**config.mk**
```make
export PLATFORM = sky130hd
export DESIGN_NAME = div_ctrl_flat
export DESIGN_NICKNAME = d
export VERILOG_FILES = /design/src/rtl/div_ctrl_pkg.sv /design/src/rtl/div_ctrl_if.sv /design/src/rtl/div_ctrl.sv /design/src/flat_wrapper.sv
export SDC_FILE = /design/constraint.sdc
export NUM_CORES = 1
export LEC_CHECK = 0
export BUFFER_PORTS_ARGS = -buffer_cell sky130_fd_sc_hd__buf_2
export CAP_MARGIN = 20
export CORE_AREA = 2 2 39 41
export DETAILED_ROUTE_END_ITERATION = 10
export DIE_AREA = 0 0 41 43
export GPL_ROUTABILITY_DRIVEN = 1
export HOLD_SLACK_MARGIN = 0.03
export SYNTH_ARGS = -nofsm -noshare
export SYNTH_HDL_FRONTEND = slang
export SYNTH_SLANG_ARGS = --single-unit
```
**constraint.sdc**
```tcl
create_clock -name clk -period 2.5 [get_ports clk]
set_clock_uncertainty 0.2 [all_clocks]
set_input_delay 0.25 -clock clk [delete_from_list [all_inputs] [get_ports clk]]
set_output_delay 0.25 -clock clk [all_outputs]
set_load 0.02 [all_outputs]
```
**src/rtl/div_ctrl_pkg.sv**
```systemverilog
// -----------------------------------------------------------------------------
// div_ctrl_pkg
// Shared definitions for the iterative restoring divider.
//   - DIV_N        : default operand width
//   - state_t      : controller state encoding (IDLE, LOAD, SHIFT, SUB, DONE)
//   - ctrl_word_t  : register-control bundle; the field order here is the bit
//                    order the top-level divider uses when it packs the
//                    controls into one word
//   - decode_ctrl  : Moore decode of the register controls from the state
//                    (q_w is handled separately because it follows geq)
// -----------------------------------------------------------------------------
package div_ctrl_pkg;

    localparam int DIV_N = 4;

    typedef enum logic [2:0] {
        ST_IDLE  = 3'd0,
        ST_LOAD  = 3'd1,
        ST_SHIFT = 3'd2,
        ST_SUB   = 3'd3,
        ST_DONE  = 3'd4
    } state_t;

    // MSB first: b_ld is bit 8, q_E is bit 0.
    typedef struct packed {
        logic b_ld;
        logic r_sclr;
        logic r_sL;
        logic r_E;
        logic a_sL;
        logic a_E;
        logic q_sclr;
        logic q_sL;
        logic q_E;
    } ctrl_word_t;

    localparam ctrl_word_t CTRL_NONE = '0;

    // Register controls for a given state. In SUB the R enable depends on
    // the comparator: R only takes the difference when R >= B (restoring).
    function automatic ctrl_word_t decode_ctrl(input state_t st, input logic geq);
        ctrl_word_t cw;
        cw = CTRL_NONE;
        case (st)
            ST_LOAD: begin
                cw.b_ld   = 1'b1;
                cw.r_sclr = 1'b1;
                cw.r_E    = 1'b1;
                cw.a_sL   = 1'b1;
                cw.a_E    = 1'b1;
                cw.q_sclr = 1'b1;
                cw.q_E    = 1'b1;
            end
            ST_SHIFT: begin
                // r_sL = 0: R shifts in A's MSB through datapath wiring.
                cw.r_E = 1'b1;
                cw.a_E = 1'b1;
            end
            ST_SUB: begin
                cw.r_sL = 1'b1;
                cw.r_E  = geq;
                cw.q_E  = 1'b1;
            end
            default: cw = CTRL_NONE;
        endcase
        return cw;
    endfunction

endpackage

```
**src/rtl/div_ctrl_if.sv**
```systemverilog
// -----------------------------------------------------------------------------
// div_ctrl_if
// Handshake and datapath-control bundle between the divider controller and
// the divider datapath / requester.
//   Requester/datapath -> controller : start, b_zero, geq
//   Controller -> datapath           : b_ld, r_sclr, r_sL, r_E, a_sL, a_E,
//                                      q_sclr, q_sL, q_E, q_w
//   Controller -> requester          : busy, done, err
// Modports:
//   master : the controller (div_ctrl)
//   slave  : the datapath / requester side
// -----------------------------------------------------------------------------
interface div_ctrl_if;

    logic start;
    logic b_zero;
    logic geq;

    logic b_ld;
    logic r_sclr;
    logic r_sL;
    logic r_E;
    logic a_sL;
    logic a_E;
    logic q_sclr;
    logic q_sL;
    logic q_E;
    logic q_w;

    logic busy;
    logic done;
    logic err;

    modport master (
        input  start, b_zero, geq,
        output b_ld, r_sclr, r_sL, r_E, a_sL, a_E,
        output q_sclr, q_sL, q_E, q_w,
        output busy, done, err
    );

    modport slave (
        output start, b_zero, geq,
        input  b_ld, r_sclr, r_sL, r_E, a_sL, a_E,
        input  q_sclr, q_sL, q_E, q_w,
        input  busy, done, err
    );

endinterface

```
**src/rtl/div_ctrl.sv**
```systemverilog
// -----------------------------------------------------------------------------
// div_ctrl
// Control unit for an N-bit iterative restoring divider. Sequences the
// external R (partial remainder), A (dividend) and Q (quotient) shift
// registers plus the B (divisor) load, one quotient bit per SHIFT/SUB pair.
//
// Ports:
//   clk    : system clock, rising edge
//   reset  : synchronous, active-high; returns to IDLE, clears counter and err
//   bus    : div_ctrl_if.master
//              start  - request a division (only looked at in IDLE)
//              b_zero - divisor bus is zero
//              geq    - R >= B from the datapath comparator
//              b_ld, r_*, a_*, q_* - register controls (Moore decodes)
//              q_w    - quotient bit, equals geq in SUB, 0 elsewhere
//              busy   - LOAD/SHIFT/SUB in progress
//              done   - one-cycle completion pulse
//              err    - last accepted request had a zero divisor
//
// q_sL is permanently 0: Q is only ever cleared or shifted, never loaded.
// A zero divisor goes straight from IDLE to DONE with no register enables,
// so Q and R keep stale contents and err marks them invalid.
// -----------------------------------------------------------------------------
module div_ctrl
    import div_ctrl_pkg::*;
#(
    parameter int N = DIV_N
) (
    input  logic  clk,
    input  logic  reset,
    div_ctrl_if.master bus
);

    localparam int CW = $clog2(N);

    state_t        state;
    state_t        state_nx;
    logic [CW-1:0] cnt;
    logic [CW-1:0] cnt_nx;
    logic          err_q;
    logic          err_nx;

    ctrl_word_t    cw;
    logic          busy;
    logic          done;
    logic          q_w;

    always_ff @(posedge clk) begin
        if (reset) begin
            state <= ST_IDLE;
            cnt   <= '0;
            err_q <= 1'b0;
        end else begin
            state <= state_nx;
            cnt   <= cnt_nx;
            err_q <= err_nx;
        end
    end

    always_comb begin
        state_nx = state;
        cnt_nx   = cnt;
        err_nx   = err_q;
        busy     = 1'b0;
        done     = 1'b0;
        q_w      = 1'b0;
        cw       = decode_ctrl(state, bus.geq);

        case (state)
            ST_IDLE: begin
                if (bus.start) begin
                    err_nx   = bus.b_zero;
                    state_nx = bus.b_zero ? ST_DONE : ST_LOAD;
                end
            end
            ST_LOAD: begin
                busy     = 1'b1;
                cnt_nx   = CW'(N - 1);
                state_nx = ST_SHIFT;
            end
            ST_SHIFT: begin
                busy     = 1'b1;
                state_nx = ST_SUB;
            end
            ST_SUB: begin
                busy = 1'b1;
                q_w  = bus.geq;
                // cnt counts remaining iterations after this one.
                if (cnt == '0) begin
                    state_nx = ST_DONE;
                end else begin
                    cnt_nx   = cnt - CW'(1);
                    state_nx = ST_SHIFT;
                end
            end
            ST_DONE: begin
                // start is ignored here; a held start is picked up in IDLE.
                done     = 1'b1;
                state_nx = ST_IDLE;
            end
            default: begin
                state_nx = ST_IDLE;
            end
        endcase
    end

    assign bus.b_ld   = cw.b_ld;
    assign bus.r_sclr = cw.r_sclr;
    assign bus.r_sL   = cw.r_sL;
    assign bus.r_E    = cw.r_E;
    assign bus.a_sL   = cw.a_sL;
    assign bus.a_E    = cw.a_E;
    assign bus.q_sclr = cw.q_sclr;
    assign bus.q_sL   = cw.q_sL;
    assign bus.q_E    = cw.q_E;
    assign bus.q_w    = q_w;
    assign bus.busy   = busy;
    assign bus.done   = done;
    assign bus.err    = err_q;

endmodule

```
**src/flat_wrapper.sv**
```systemverilog
// flat-port wrapper written by rule: the top's interface ports become plain ports
module div_ctrl_flat import div_ctrl_pkg::*;
#(
    parameter int N = DIV_N
)
  (clk, reset, bus_start, bus_b_zero, bus_geq, bus_b_ld, bus_r_sclr, bus_r_sL, bus_r_E, bus_a_sL, bus_a_E, bus_q_sclr, bus_q_sL, bus_q_E, bus_q_w, bus_busy, bus_done, bus_err);
  div_ctrl_if bus_i ();
  input  logic clk;
  input  logic reset;
  input wire logic [$bits(bus_i.start)-1:0] bus_start;
  input wire logic [$bits(bus_i.b_zero)-1:0] bus_b_zero;
  input wire logic [$bits(bus_i.geq)-1:0] bus_geq;
  output wire logic [$bits(bus_i.b_ld)-1:0] bus_b_ld;
  output wire logic [$bits(bus_i.r_sclr)-1:0] bus_r_sclr;
  output wire logic [$bits(bus_i.r_sL)-1:0] bus_r_sL;
  output wire logic [$bits(bus_i.r_E)-1:0] bus_r_E;
  output wire logic [$bits(bus_i.a_sL)-1:0] bus_a_sL;
  output wire logic [$bits(bus_i.a_E)-1:0] bus_a_E;
  output wire logic [$bits(bus_i.q_sclr)-1:0] bus_q_sclr;
  output wire logic [$bits(bus_i.q_sL)-1:0] bus_q_sL;
  output wire logic [$bits(bus_i.q_E)-1:0] bus_q_E;
  output wire logic [$bits(bus_i.q_w)-1:0] bus_q_w;
  output wire logic [$bits(bus_i.busy)-1:0] bus_busy;
  output wire logic [$bits(bus_i.done)-1:0] bus_done;
  output wire logic [$bits(bus_i.err)-1:0] bus_err;
  assign bus_i.start = bus_start;
  assign bus_i.b_zero = bus_b_zero;
  assign bus_i.geq = bus_geq;
  assign bus_b_ld = bus_i.b_ld;
  assign bus_r_sclr = bus_i.r_sclr;
  assign bus_r_sL = bus_i.r_sL;
  assign bus_r_E = bus_i.r_E;
  assign bus_a_sL = bus_i.a_sL;
  assign bus_a_E = bus_i.a_E;
  assign bus_q_sclr = bus_i.q_sclr;
  assign bus_q_sL = bus_i.q_sL;
  assign bus_q_E = bus_i.q_E;
  assign bus_q_w = bus_i.q_w;
  assign bus_busy = bus_i.busy;
  assign bus_done = bus_i.done;
  assign bus_err = bus_i.err;
  div_ctrl #(.N(N)) u_core (.clk(clk), .reset(reset), .bus(bus_i));
endmodule
```
==> key figures <==
Run status
  • Status: finished clean

Yosys
  • Mapped Nets: 53
  • Compound-cell area share of the yosys netlist: 0.134
  • Simple-Gate Fraction of Synth Area: 0.295
  • Seq/Total Area, Yosys: 0.292
  • Syn Area/Cell: 8.76 um^2
  • Post-synth ARST share: 0
  • Post-synth top area cell: dfxtp_1
  • Xor and xnor fraction of the mapped netlist area: 0.0213
  • Post-Syn Area: 412 um^2
  • Top FF cell, synth: dfxtp_1
  • Ys Warns: 0
  • Mapped Cells: 47
  • Largest family of logic cells by synthesized area: simple AND/OR/NAND/NOR gates
  • Yosys top cell area share: 0.292
  • Top cells by area, synth: dfxtp_1 29%, buf_6 8.2%, buf_4 7.3%, nor2_1 5.5%, nor4b_2 3.6%
  • EDFF count, synth: 0
  • Synth Register Bits: 6
  • Synth Area in Adders: 0.0304
  • Mux share of post-synthesis cell area: 0.0243
  • Number of distinct library cells after synthesis: 27

Power and ir drop
  • PwrDens: a little over 600 nW/um^2
  • Leak Pwr: 0.227 nW
  • Worst VDD drop: 0.258 mV
  • Pwr Total: 0.000289 W

CTS
  • CTS Hold Bufs: 0
  • Root Buffer: clkbuf_4
  • Postcts setup bufs: 0
  • # clock sinks: 6
  • H-tree levels: 1
  • CTS Buffer Depth: 2
  • CTS tree: yes
  • CTS Buf Count: 3
  • Clk slew on worst S/H paths: 0.05 ns
  • Latest clock arrival within the worst-skew pair: 0.23 ns
  • Cts repair resizes: 0

Timing
  • Final Critical Period: 1.84 ns
  • Setup TNS: 0 ns
  • RSZ-0062 raised after global routing: no
  • Final Cycle Share: 0.738
  • Final hold violations: 0
  • Final Slew Violations: 0
  • Final setup viols: 0
  • Fmax: 542 MHz

Cells and area
  • Final Cell Area: 465 um^2
  • Fin util: 0.336
  • Layout Nets: 66
  • Layout area overhead: 13.1%
  • Fin cells: 74
  • Share of layout cells above drive strength 1: 0.397
  • Antenna Cells: 0

Global route
  • Initial antenna violation count: 0
  • Gr ovfl total: 0
  • Total track usage: 0.0804
  • First-pass GRT wire length: between 1000 and 1500 um
  • Largest net degree at the start of global routing: 12
  • Vias in the first global route: 267

Die
  • Die Y: around 43 um
  • DIE WIDTH: roughly 40 um
  • Placeable Area: 1380 um^2
  • Die area: 1760 um^2
  • Rows: 14
  • Initial Util: 0.297
  • # IOs: 18

Detailed routing
  • Routed WL: 677 um
  • Pre-Repair DR Iteration Count: 4
  • Drt via density: 4.46
  • Remaining DRCs: 0
  • Initial drt markers: 10
  • Vias: 330
  • Drt wl/cell: 9.15 um
  • Routed Antenna Nets: 0

Setup path
  • WS Path Type: flip-flop to output port
  • Critical Path RT: ~2.1 ns
  • FF-to-FF path depth: 5
  • Worst Path Max Fanout: 8
  • CP startpoint: u_core.state[0]
  • Critical path startpoint category: flip-flop
  • Worst reg-to-reg setup slack: roughly 1.0 ns
  • Max incr delay on CP: 0.47 ns
  • WP data arrival: 1.39 ns
  • Critical Path End Type: output port
  • CP Cell Sequence: nor2b_4, nor2b_1, buf_2
  • Crit-path slowest cell: dfxtp_1
  • Reg2reg start: u_core.cnt[0]

Min path
  • Hold depth: 2
  • Hold Path Origin: reset
  • Hold Path Class: input port to flip-flop

Run
  • Max-Cap Viols: 0

Placed design
  • I/O Buffers: 16
  • Post-Place Cells: just over 70
  • Final GP Congestion: 0.670
  • Dpl hpwl: 533 um
  • Placed inst area: 443 um^2
synthesized netlist by cell type (2+ instances only):
cell type / n
buf_6: 3
buf_4: 4
nor2_1: 6
and2_1: 2
dfxtp_1: 6
nor4_1: 2
nor2b_1: 2
inv_1: 3
flip-flops by register name, indices dropped and copies added, names as in the netlist:
signal          cells
u_core.bus.err      1
u_core.cnt          2
u_core.state        3
per-layer routing:
metal  track usage  vias to the layer above  routed length [um]
met5             0                        -                   0
met2         0.122                       12                 296
met3        0.0157                        0                  40
met4        0.0400                        0                   0
met1         0.103                      143                 340
li1              -                      175                   -
report_power, final:
part | total, W | internal, W | switching [W] | leakage, nW
combinational | 0.0000866 | 0.0000366 | 0.0000500 | 0.164
clock | 0.0000872 | 0.0000542 | 0.0000330 | 0.0138
sequential | 0.000115 | 0.000104 | 0.0000113 | 0.0492
cell families (layout without fill, tap and decap cells):
kind of cell    Yosys count  count (layout)
flops                     6               6
xor+xnor                  1               1
compound gates            7               7
mux                       1               1
other cells               1               1
fa+ha+maj                 1               1
buf+inv                  11              22
simple gates             19              19
stage by stage:
step | hold WS, ns | setup WS, ns
after floorplan | 0.115 | 0.695
after global placement | 0.275 | 0.917
after detailed placement | 0.289 | 0.910
after CTS | 0.0542 | 0.647
after global routing | 0.0602 | 0.514
final | 0.0557 | 0.656
final cells by class:
type                       instances  area, um^2
fill                             148         918
clock buffer                       3        22.5
sequential                         6         120
timing repair buffer              16        80.1
inverter                           3        11.3
tap                               16        20.0
multi-input combinational         30         211
worst max-delay path: cells and delay by family, from the launching register on:
kind	cells	cell delay, ns
buffers and inverters	1	0.20
flip-flops	1	0.47
AND/OR/NAND/NOR	2	0.48
path summary, 6_finish.rpt:
check / to
worst min register to register: u_core.bus.err
worst max-delay path: bus_b_ld
worst max register to register: u_core.cnt[1]
worst min-delay path: u_core.cnt[1]
cell usage in the layout, fill, tap and decap left out, types with 2 or more instances in the layout:
master    instances
buf_2            16
nor2_1            6
dfxtp_1           6
inv_1             3
clkbuf_4          3
and2_1            2
nor2b_1           2
nor4_1            2
(Power assumes the default switching activity.)
